<file path="src/rtl/riscvx_wb_pkg.sv">
// Shared types for the register-file writeback arbiter.
package riscvx_wb_pkg;

  typedef enum logic [1:0] {
    StIdle,
    StPipePri,
    StDrain
  } wb_state_e;

  typedef struct packed {
    logic [4:0]  rd;
    logic [31:0] data;
  } wb_req_t;

endpackage

</file>
<file path="src/rtl/wb_md_fifo.sv">
// Circular buffer for muldiv results waiting for the register-file write port.
module wb_md_fifo
  import riscvx_wb_pkg::*;
#(
  parameter int unsigned Depth = 2
) (
  input  logic                         clk,
  input  logic                         reset,
  input  logic                         push_i,
  input  wb_req_t                      push_req_i,
  input  logic                         pop_i,
  output wb_req_t                      head_o,
  output logic [$clog2(Depth+1)-1:0]   count_o,
  output logic [Depth-1:0]             ent_valid_o,
  output logic [Depth-1:0][4:0]        ent_rd_o
);

  localparam int unsigned PtrW = (Depth > 1) ? $clog2(Depth) : 1;
  localparam int unsigned CntW = $clog2(Depth + 1);

  wb_req_t          mem_q [Depth];
  logic [Depth-1:0] valid_q;
  logic [PtrW-1:0]  wr_ptr_q, rd_ptr_q;
  logic [CntW-1:0]  count_q;

  function automatic logic [PtrW-1:0] ptr_inc(input logic [PtrW-1:0] p);
    return (p == PtrW'(Depth - 1)) ? '0 : p + 1'b1;
  endfunction

  always_ff @(posedge clk or posedge reset) begin
    if (reset) begin
      wr_ptr_q <= '0;
      rd_ptr_q <= '0;
      count_q  <= '0;
      valid_q  <= '0;
      for (int i = 0; i < int'(Depth); i++) begin
        mem_q[i] <= '0;
      end
    end else begin
      if (pop_i) begin
        valid_q[rd_ptr_q] <= 1'b0;
        rd_ptr_q          <= ptr_inc(rd_ptr_q);
      end
      if (push_i) begin
        mem_q[wr_ptr_q]   <= push_req_i;
        valid_q[wr_ptr_q] <= 1'b1;
        wr_ptr_q          <= ptr_inc(wr_ptr_q);
      end
      count_q <= count_q + CntW'(push_i) - CntW'(pop_i);
    end
  end

  always_comb begin
    ent_rd_o = '0;
    for (int i = 0; i < int'(Depth); i++) begin
      ent_rd_o[i] = mem_q[i].rd;
    end
  end

  assign head_o      = mem_q[rd_ptr_q];
  assign count_o     = count_q;
  assign ent_valid_o = valid_q;

endmodule

</file>
<file path="src/rtl/wb_port_arbiter.sv">
// Shares the register-file write port between the MEM stage and buffered
// muldiv completions, stalling the pipe when buffered results must drain.
module wb_port_arbiter
  import riscvx_wb_pkg::*;
#(
  parameter int unsigned DEPTH    = 2,
  parameter int unsigned MAX_WAIT = 4
) (
  input  logic        clk,
  input  logic        reset,
  input  logic        pipe_valid,
  input  logic [4:0]  pipe_rd,
  input  logic [31:0] pipe_data,
  input  logic        md_valid,
  input  logic [4:0]  md_rd,
  input  logic [31:0] md_data,
  output logic        md_ready,
  output logic        stall_pipe,
  output logic [31:0] busy_rd_mask,
  output logic        regwrite_WB,
  output logic [4:0]  rd_WB,
  output logic [31:0] rd_data_WB
);

  localparam int unsigned CntW  = $clog2(DEPTH + 1);
  localparam int unsigned WaitW = $clog2(MAX_WAIT + 1);

  wb_state_e        state_q, state_d;
  logic [WaitW-1:0] wait_q, wait_d;
  logic             regwrite_q, regwrite_d;
  logic [4:0]       rd_q, rd_d;
  logic [31:0]      data_q, data_d;

  logic             push, pop, pipe_req, md_req;
  logic [CntW-1:0]  count, count_post;
  wb_req_t          head;
  logic [DEPTH-1:0]      ent_valid;
  logic [DEPTH-1:0][4:0] ent_rd;

  wb_md_fifo #(
    .Depth (DEPTH)
  ) u_fifo (
    .clk         (clk),
    .reset       (reset),
    .push_i      (push),
    .push_req_i  ({md_rd, md_data}),
    .pop_i       (pop),
    .head_o      (head),
    .count_o     (count),
    .ent_valid_o (ent_valid),
    .ent_rd_o    (ent_rd)
  );

  assign stall_pipe = (state_q == StDrain);
  assign md_ready   = (count < CntW'(DEPTH)) && (state_q != StDrain);
  assign pipe_req   = pipe_valid && (pipe_rd != 5'd0) && !stall_pipe;
  // rd = 0 handshakes complete but never reach the write port or buffer
  assign md_req     = md_valid && md_ready && (md_rd != 5'd0);

  always_comb begin
    state_d    = state_q;
    wait_d     = wait_q;
    regwrite_d = 1'b0;
    rd_d       = rd_q;
    data_d     = data_q;
    push       = 1'b0;
    pop        = 1'b0;
    count_post = count;
    unique case (state_q)
      StIdle: begin
        if (pipe_req) begin
          regwrite_d = 1'b1;
          rd_d       = pipe_rd;
          data_d     = pipe_data;
          if (md_req) begin
            push    = 1'b1;
            wait_d  = '0;
            state_d = StPipePri;
          end
        end else if (md_req) begin
          regwrite_d = 1'b1;
          rd_d       = md_rd;
          data_d     = md_data;
        end
      end
      StPipePri: begin
        push       = md_req;
        regwrite_d = 1'b1;
        if (pipe_req) begin
          rd_d   = pipe_rd;
          data_d = pipe_data;
          wait_d = wait_q + 1'b1;
        end else begin
          pop    = 1'b1;
          rd_d   = head.rd;
          data_d = head.data;
          wait_d = '0;
        end
        count_post = count + CntW'(push) - CntW'(pop);
        if (count_post == CntW'(DEPTH) || wait_d == WaitW'(MAX_WAIT)) begin
          state_d = StDrain;
        end else if (count_post == '0) begin
          state_d = StIdle;
        end
      end
      StDrain: begin
        pop        = 1'b1;
        regwrite_d = 1'b1;
        rd_d       = head.rd;
        data_d     = head.data;
        count_post = count - 1'b1;
        if (count_post == '0) begin
          state_d = StIdle;
          wait_d  = '0;
        end
      end
      default: state_d = StIdle;
    endcase
  end

  always_ff @(posedge clk or posedge reset) begin
    if (reset) begin
      state_q    <= StIdle;
      wait_q     <= '0;
      regwrite_q <= 1'b0;
      rd_q       <= '0;
      data_q     <= '0;
    end else begin
      state_q    <= state_d;
      wait_q     <= wait_d;
      regwrite_q <= regwrite_d;
      rd_q       <= rd_d;
      data_q     <= data_d;
    end
  end

  always_comb begin
    busy_rd_mask = '0;
    for (int i = 0; i < int'(DEPTH); i++) begin
      if (ent_valid[i]) begin
        busy_rd_mask[ent_rd[i]] = 1'b1;
      end
    end
    busy_rd_mask[0] = 1'b0;
  end

  assign regwrite_WB = regwrite_q;
  assign rd_WB       = rd_q;
  assign rd_data_WB  = data_q;

endmodule
</file>
<file path="config.mk">
export PLATFORM = sky130hd
export DESIGN_NAME = wb_port_arbiter
export DESIGN_NICKNAME = d
export VERILOG_FILES = /design/src/rtl/riscvx_wb_pkg.sv /design/src/rtl/wb_md_fifo.sv /design/src/rtl/wb_port_arbiter.sv
export SDC_FILE = /design/constraint.sdc
export NUM_CORES = 1
export LEC_CHECK = 0
export BUFFER_PORTS_ARGS = -buffer_cell sky130_fd_sc_hd__buf_2
export CORE_ASPECT_RATIO = 1.4
export CORE_MARGIN = 2
export CORE_UTILIZATION = 59
export CTS_CLUSTER_SIZE = 40
export DETAILED_ROUTE_END_ITERATION = 8
export GPL_TIMING_DRIVEN = 0
export PLACE_DENSITY = 0.92
export SLEW_MARGIN = 30
export SYNTH_ARGS = -nofsm -noshare
export SYNTH_HDL_FRONTEND = slang
export SYNTH_SLANG_ARGS = --single-unit
</file>
<file path="constraint.sdc">
create_clock -name clk -period 7.53 [get_ports clk]
set_input_delay 1.1295 -clock clk [delete_from_list [all_inputs] [get_ports clk]]
set_output_delay 1.1295 -clock clk [all_outputs]
set_load 0.01 [all_outputs]
</file>
==> impl_metrics.csv, run 1 <==
group,metric,value,unit
sta,skew,0.00681,ns
critical_path,worstPathMaxFanout,10,
synthesis,synthTopCellsByCount,"dfrtp_1 (123), mux2_2 (59), nor2_1 (45), nand3_1 (43), nand2_1 (38)",
min_path,worstHoldPathType,"flop to flop",
synthesis,synth-seq-cells,123,
critical_path,crit_path_max_incr_delay,0.43,ns
critical_path,crit_path_start_kind,"primary input",
sta,fin_ws,4.05,ns
synthesis,synth.distinct_cells,50,
die,dieArea,0.0120,sq mm
critical_path,cp.arrival,3.78,ns
final_layout,fillers,720,
synthesis,synth_edf_count,0,
synthesis,async_reset_ff_frac,1.00,
detailed_routing,num_vias,5877,
critical_path,path_class,"primary input to flop",
placed_design,place.port_buffers,148,
placed_design,detailed_place_hpwl,12800,microns
synthesis,synth.most_common_cell,"dfrtp_1",
synthesis,yosysSeqAreaShare,0.470,
die,die_w,93.1,microns
grt,grt_max_degree,66,
pwr,ir_worst_vdd,0.286,mV
final_layout,syn2layout_area_growth,23.5,%
critical_path,path_delay_family,"buffers and inverters",
critical_path,crit_chain,"buf_2, or3_4, o31a_1, clkinv_1, clkbuf_1, ha_1, inv_1, ha_1, xnor2_1, xnor2_1, nor2_1, a21boi_0, o22a_1",
clock_network,postCtsHoldBufs,0,
pwr,total_power,3.83,mW
final_layout,instances_no_fill,925,
synthesis,avgSynthCellArea,10.9,sq um
synthesis,postSynthNetCount,688,
final_layout,multi_input_area,0.00319,sq mm
flow_run,drv_cap,0,
synthesis,yosysTopAreaCell,"dfrtp_1",
clock_network,cts_sinks,123,
grt,grt_pass1_vias,6052,
die,initial_core_util,0.606,
final_layout,drive_above_1_share,0.363,
synthesis,synth_top_area_share,0.470,
detailed_routing,detail-route-antenna-nets,0,
sta,setup_viol,0,
sta,final-hold-violation-count,0,
final_layout,final-seq-area,0.00308,sq mm
sta,fin_crit,3.48,ns
clock_network,htreeDepth,4,
synthesis,syn_area,0.00655,sq mm
detailed_routing,dr.pass1.iters,5,
critical_path,endpoint_kind,"flop",
grt,track_usage,0.324,
outcome,status,"finished clean",
placed_design,routabilityCongestion,0.916,
detailed_routing,drcViolationCount,0,
critical_path,crit_slowest_cell,"clkbuf_1",
grt,antenna_found_initial,2,
detailed_routing,drt_iter0_markers,431,
clock_network,cts_root_buf,"clkbuf_16",
synthesis,synthCells,601,
sta,drv_slew,0,
sta,max_slew_margin,0.456,
clock_network,cts.clk_slew.worst_paths,0.05,ns
grt,grt_pass1_wl,30100,microns
clock_network,ctsResizeCount,0,
die,io_pins,150,
synthesis,netlist_top_cells_area,"dfrtp_1 (47%), mux2_2 (10%), mux2i_1 (5.5%)",
clock_network,postCtsSetupBuffers,0,
placed_design,pre_cts_ws,3.64,ns
clock_network,cts_buffers,17,
synthesis,synth_top_flop_cell,"dfrtp_1",
die,num_rows,45,
sta,rsz0062_at_grt,"no",
sta,fmax,287,MHz
clock_network,cts_tree,"built",
synthesis,synth.yosys.warnings,0,
pwr,power.density,473,mW/mm^2
pwr,cellLeakagePower,3.74,nW
die,die_h,129,microns
detailed_routing,routedWlPerCell,20.4,microns
detailed_routing,routed_wirelength,18900,microns
die,core_area,0.0108,sq mm
final_layout,nets,856,
detailed_routing,vias_per_cell,6.35,
grt,globalRouteOverflowTotal,0,
sta,period_share,0.463,
critical_path,required,7.83,ns
clock_network,cts.path.max_buffers,2,
sta,setup_tns,0,ns
sta,tightest_slew,0.816,ns
placed_design,place_inst,891,
critical_path,path_buf_inv,4,
clock_network,clk_latency,0.42,ns
sequential cells by signal, indices dropped and copies added, names as in the netlist:
signal,cells
u_fifo.mem_q,64
u_fifo.ent_valid_o,2
rd_WB,5
u_fifo.wr_ptr_q,1
wait_q,3
u_fifo.count_o,2
state_q,2
u_fifo.ent_rd_o,10
u_fifo.rd_ptr_q,1
regwrite_WB,1
rd_data_WB,32
logic make-up (layout without fill, tap and decap cells):
family                     Yosys count  after routing  share of synthesized area
other                                1              3                   0.000573
xor gates and xnor gates             7              7                    0.00936
DFF                                123            123                      0.470
buffers and inverters               60            241                     0.0434
and+or+nand+nor                    157            157                      0.116
adders and majority gates            9              9                     0.0172
AOI/OAI and AO/OA                  130            130                      0.143
muxes                              114            114                      0.200
layer usage:
| layer | global-route usage | up-vias | part of all wire |
|---|---|---|---|
| met3 | 0.0744 | 70 | 0.066 |
| met1 | 0.370 | 2934 | 0.38 |
| li1 | - | 2554 | - |
| met2 | 0.568 | 319 | 0.52 |
| met5 | 0 | - | 0 |
| met4 | 0.167 | 0 | 0.035 |
worst reg2reg max path: stages, from the launching register on:
cell and delay (ns):
dfrtp_1 0.37, inv_1 0.09, ha_1 0.27, nor2b_1 0.14, buf_2 0.25, o31a_1 0.30
clkinv_1 0.26, clkbuf_1 0.33, ha_1 0.36, inv_1 0.04, ha_1 0.19, xnor2_1 0.22
xnor2_1 0.11, nor2_1 0.10, a21boi_0 0.09, o22a_1 0.20
final cells by class:
cell class / instances / area share
diodes: 2 / 0.000619
plain buffers: 49 / 0.0300
clock buffers: 20 / 0.0565
clock inverters: 12 / 0.0152
inverters: 11 / 0.00603
multi-input cells: 418 / 0.394
flip-flops and latches: 123 / 0.381
well taps: 141 / 0.0218
repair buffers: 149 / 0.0950
where the power goes:
group | internal, mW | switching [mW]
Combinational | 0.775 | 1.05
Clock | 0.500 | 0.298
Sequential | 0.996 | 0.207
Total | 2.27 | 1.56
cells in the final DEF (no fill, tap or decap), types with 10 or more instances in the layout:
cell | Yosys | layout
a31oi_1 | 35 | 35
o22ai_1 | 33 | 33
o2bb2ai_1 | 34 | 34
mux2i_1 | 36 | 36
dfrtp_1 | 123 | 123
nor2_1 | 45 | 45
clkbuf_16 | 0 | 17
clkbuf_1 | 34 | 35
mux2_4 | 19 | 19
buf_2 | 7 | 155
nand3b_1 | 10 | 10
mux2_2 | 59 | 59
nand2_1 | 38 | 38
nand3_1 | 43 | 43
final timing paths:
kind                                              start                            to  slack (ns)  cells after the start
max                                          pipe_rd[0]        state_q[1]$_DFFE_PP0P_        4.05                     13
min                        u_fifo.mem_q[44]$_DFFE_PP0P_  u_fifo.mem_q[44]$_DFFE_PP0P_        0.51                      1
min reg2reg                u_fifo.mem_q[44]$_DFFE_PP0P_  u_fifo.mem_q[44]$_DFFE_PP0P_        0.51                      1
max in group asynchronous                         reset    rd_data_WB[28]$_DFFE_PP0P_        6.16                      3
max reg2reg                      state_q[0]$_DFFE_PP0P_        state_q[1]$_DFFE_PP0P_        4.11                     15
min in group asynchronous                         reset  u_fifo.mem_q[48]$_DFFE_PP0P_        0.72                      2
metrics by stage:
step,area (sq um),utilization,hold WS (ns)
6_report,8090,0.748,0.509
5_1_grt,8090,0.748,0.518
4_1_cts,8080,0.748,0.508
3_5_place_dp,7500,0.694,0.490
3_3_place_gp,7470,0.691,0.485
2_1_floorplan,6550,-,0.478
Power figures use the tool's default switching activity.
==> run 2: changes to the inputs <==
- CORE_UTILIZATION: 59 -> 49
- PLACE_DENSITY: 0.92 -> 0.82
- clock period: 7.53 -> 3.2 ns (I/O delays scaled with it)
==> run 2 against run 1 <==
Register-to-register slack got worse by 3.9 ns; first-iteration DRC count shrank 21%; die area is 20% higher; clock power rose to 2.5 times the previous value; sequential power up 130%.
==> impl_metrics.csv, run 2 (synthesis gave the netlist of run 1 again) <==
group,metric,value,unit
detailed_routing,routedWlPerCell,18.4,microns
detailed_routing,drt_iter0_markers,340,
die,die_w,102,microns
clock_network,cts.path.max_buffers,2,
critical_path,r2r_cells,11,
critical_path,cp.arrival,3.35,ns
die,dieArea,0.0143,sq mm
critical_path,r2r-start,"state_q[0]$_DFFE_PP0P_",
final_layout,final-seq-area,0.00308,sq mm
critical_path,r2r_setup_slack,0.18,ns
critical_path,crit_start,"state_q[0]$_DFFE_PP0P_",
sta,setup_tns,0,ns
placed_design,routabilityCongestion,0.845,
grt,grt_pass1_wl,28200,microns
detailed_routing,num_vias,5619,
grt,grt_max_degree,31,
grt,track_usage,0.255,
detailed_routing,vias_per_cell,5.79,
detailed_routing,routed_wirelength,17900,microns
die,io_pins,150,
clock_network,clk_latency,0.41,ns
final_layout,fillers,1052,
sta,fmax,331,MHz
clock_network,cts_buffers,17,
final_layout,stdcell_area,0.00829,sq mm
die,die_h,141,microns
placed_design,detailed_place_hpwl,12700,microns
sta,tightest_slew,0.810,ns
pwr,ir_worst_vdd,0.586,mV
detailed_routing,dr.pass1.iters,8,
detailed_routing,drcViolationCount,0,
final_layout,multi_input_area,0.00319,sq mm
clock_network,cts_sinks,123,
critical_path,worstReg2RegEnd,"wait_q[0]$_DFFE_PP0P_",
clock_network,cts_tree,"built",
critical_path,required,3.53,ns
sta,fin_crit,3.02,ns
placed_design,place.port_buffers,148,
min_path,min_path_cells,3,
die,initial_core_util,0.496,
clock_network,htreeDepth,4,
critical_path,crit_chain,"inv_1, ha_1, nor2b_1, buf_2, o31a_1, buf_4, buf_4, clkbuf_1, clkbuf_1, nand3_1, mux2i_1",
critical_path,worstPathMaxFanout,10,
sta,period_share,0.945,
final_layout,syn2layout_area_growth,26.6,%
clock_network,cts_root_buf,"clkbuf_16",
sta,drv_slew,0,
outcome,status,"finished clean",
pwr,total_power,9.03,mW
grt,antenna_found_initial,1,
final_layout,regMostFlops,"u_fifo.mem_q",
grt,grt_pass1_vias,5574,
final_layout,largest_reg_flops,64,
final_layout,final_common_cell,"buf_2",
sta,skew,0.00693,ns
pwr,power.density,1090,mW/mm^2
die,core_area,0.0132,sq mm
clock_network,cts.clk_slew.worst_paths,0.05,ns
final_layout,drive_above_1_share,0.368,
grt,globalRouteOverflowTotal,0,
critical_path,crit_path_start_kind,"flop",
pwr,cellLeakagePower,3.84,nW
flow_run,drv_cap,0,
final_layout,nets,863,
final_layout,layout_common_cells,"buf_2 (155), dfrtp_1 (123), mux2_2 (59)",
min_path,min_to,"rd_data_WB[14]$_DFFE_PP0P_",
sta,max_slew_margin,0.460,
min_path,min-delay-start,"pipe_data[14]",
sta,fin_hold_ws,0.329,ns
sta,rsz0062_at_grt,"no",
final_layout,post-route-util,0.628,
critical_path,crit_slowest_cell,"clkbuf_1",
sta,final-hold-violation-count,0,
placed_design,place_area,0.00764,sq mm
critical_path,endpoint_kind,"flop",
critical_path,crit_path_max_incr_delay,0.49,ns
critical_path,path_class,"flop to flop",
die,num_rows,50,
min_path,worstHoldPathType,"primary input to flop",
sta,setup_viol,0,
detailed_routing,detail-route-antenna-nets,0,
run 2: changes by cell type in the layout (fill, tap and decap cells not counted), sizes merged:
cell / delta
clkbuf: +2
dlygate4sd3: +1
diode: -1
buf: +7
bufinv: +2
clkinvlp: -4
clkinv: -2
run 2: repair_timing:
item	CTS	global route
endpoints found under the setup margin	2	2
buffers inserted	0	3
resized for setup	2	3
hold endpoints to repair	1	0
hold buffers	1	0
run 2: layer usage:
layer  routed length (microns)  vias up  global-route usage
li1                          -     2576                   -
met5                         0        -                   0
met1                      6830     2761               0.281
met4                       674        0               0.121
met2                      9300      230               0.453
met3                      1050       52              0.0605
run 2: worst max-delay path: cells and delay by family (launching register included):
kind	cells	cell delay, ns
buffers and inverters	6	1.47
DFF	1	0.38
AOI/OAI and AO/OA	1	0.30
adders and majority gates	1	0.28
and+or+nand+nor	2	0.33
muxes	1	0.18
run 2: cell type report:
cell class,count,area share
clock inverter,8,0.0169
multi-input combinational,418,0.385
antenna,1,0.000302
clock buffer,23,0.0577
sequential,123,0.371
inverter,11,0.00573
buffer,48,0.0290
timing repair buffer,157,0.107
tap,182,0.0275
run 2: how the worst max path moves through the flow:
stage	to	slack (ns)	depth (start not counted)
2_1_floorplan	state_q[1]$_DFFE_PP0P_	0.37	15
3_5_place_dp	state_q[1]$_DFFE_PP0P_	-0.14	15
3_3_place_gp	state_q[1]$_DFFE_PP0P_	-0.12	15
5_1_grt	rd_data_WB[26]$_DFFE_PP0P_	0.03	11
6_report	wait_q[0]$_DFFE_PP0P_	0.18	11
4_1_cts	state_q[1]$_DFFE_PP0P_	0.02	15
run 2: through the flow:
| stage | std cells | worst slack (ns) |
|---|---|---|
| 2_1_floorplan | 601 | 0.370 |
| 3_3_place_gp | 931 | -0.123 |
| 3_5_place_dp | 936 | -0.139 |
| 4_1_cts | 968 | 0.0220 |
| 5_1_grt | 971 | 0.0254 |
| 6_report | 971 | 0.175 |
run 2: power by group:
| group | total (mW) | switching, mW | internal, mW |
|---|---|---|---|
| registers | 2.79 | 0.443 | 2.34 |
| clock network | 2.02 | 0.663 | 1.36 |
| logic | 4.22 | 2.38 | 1.84 |
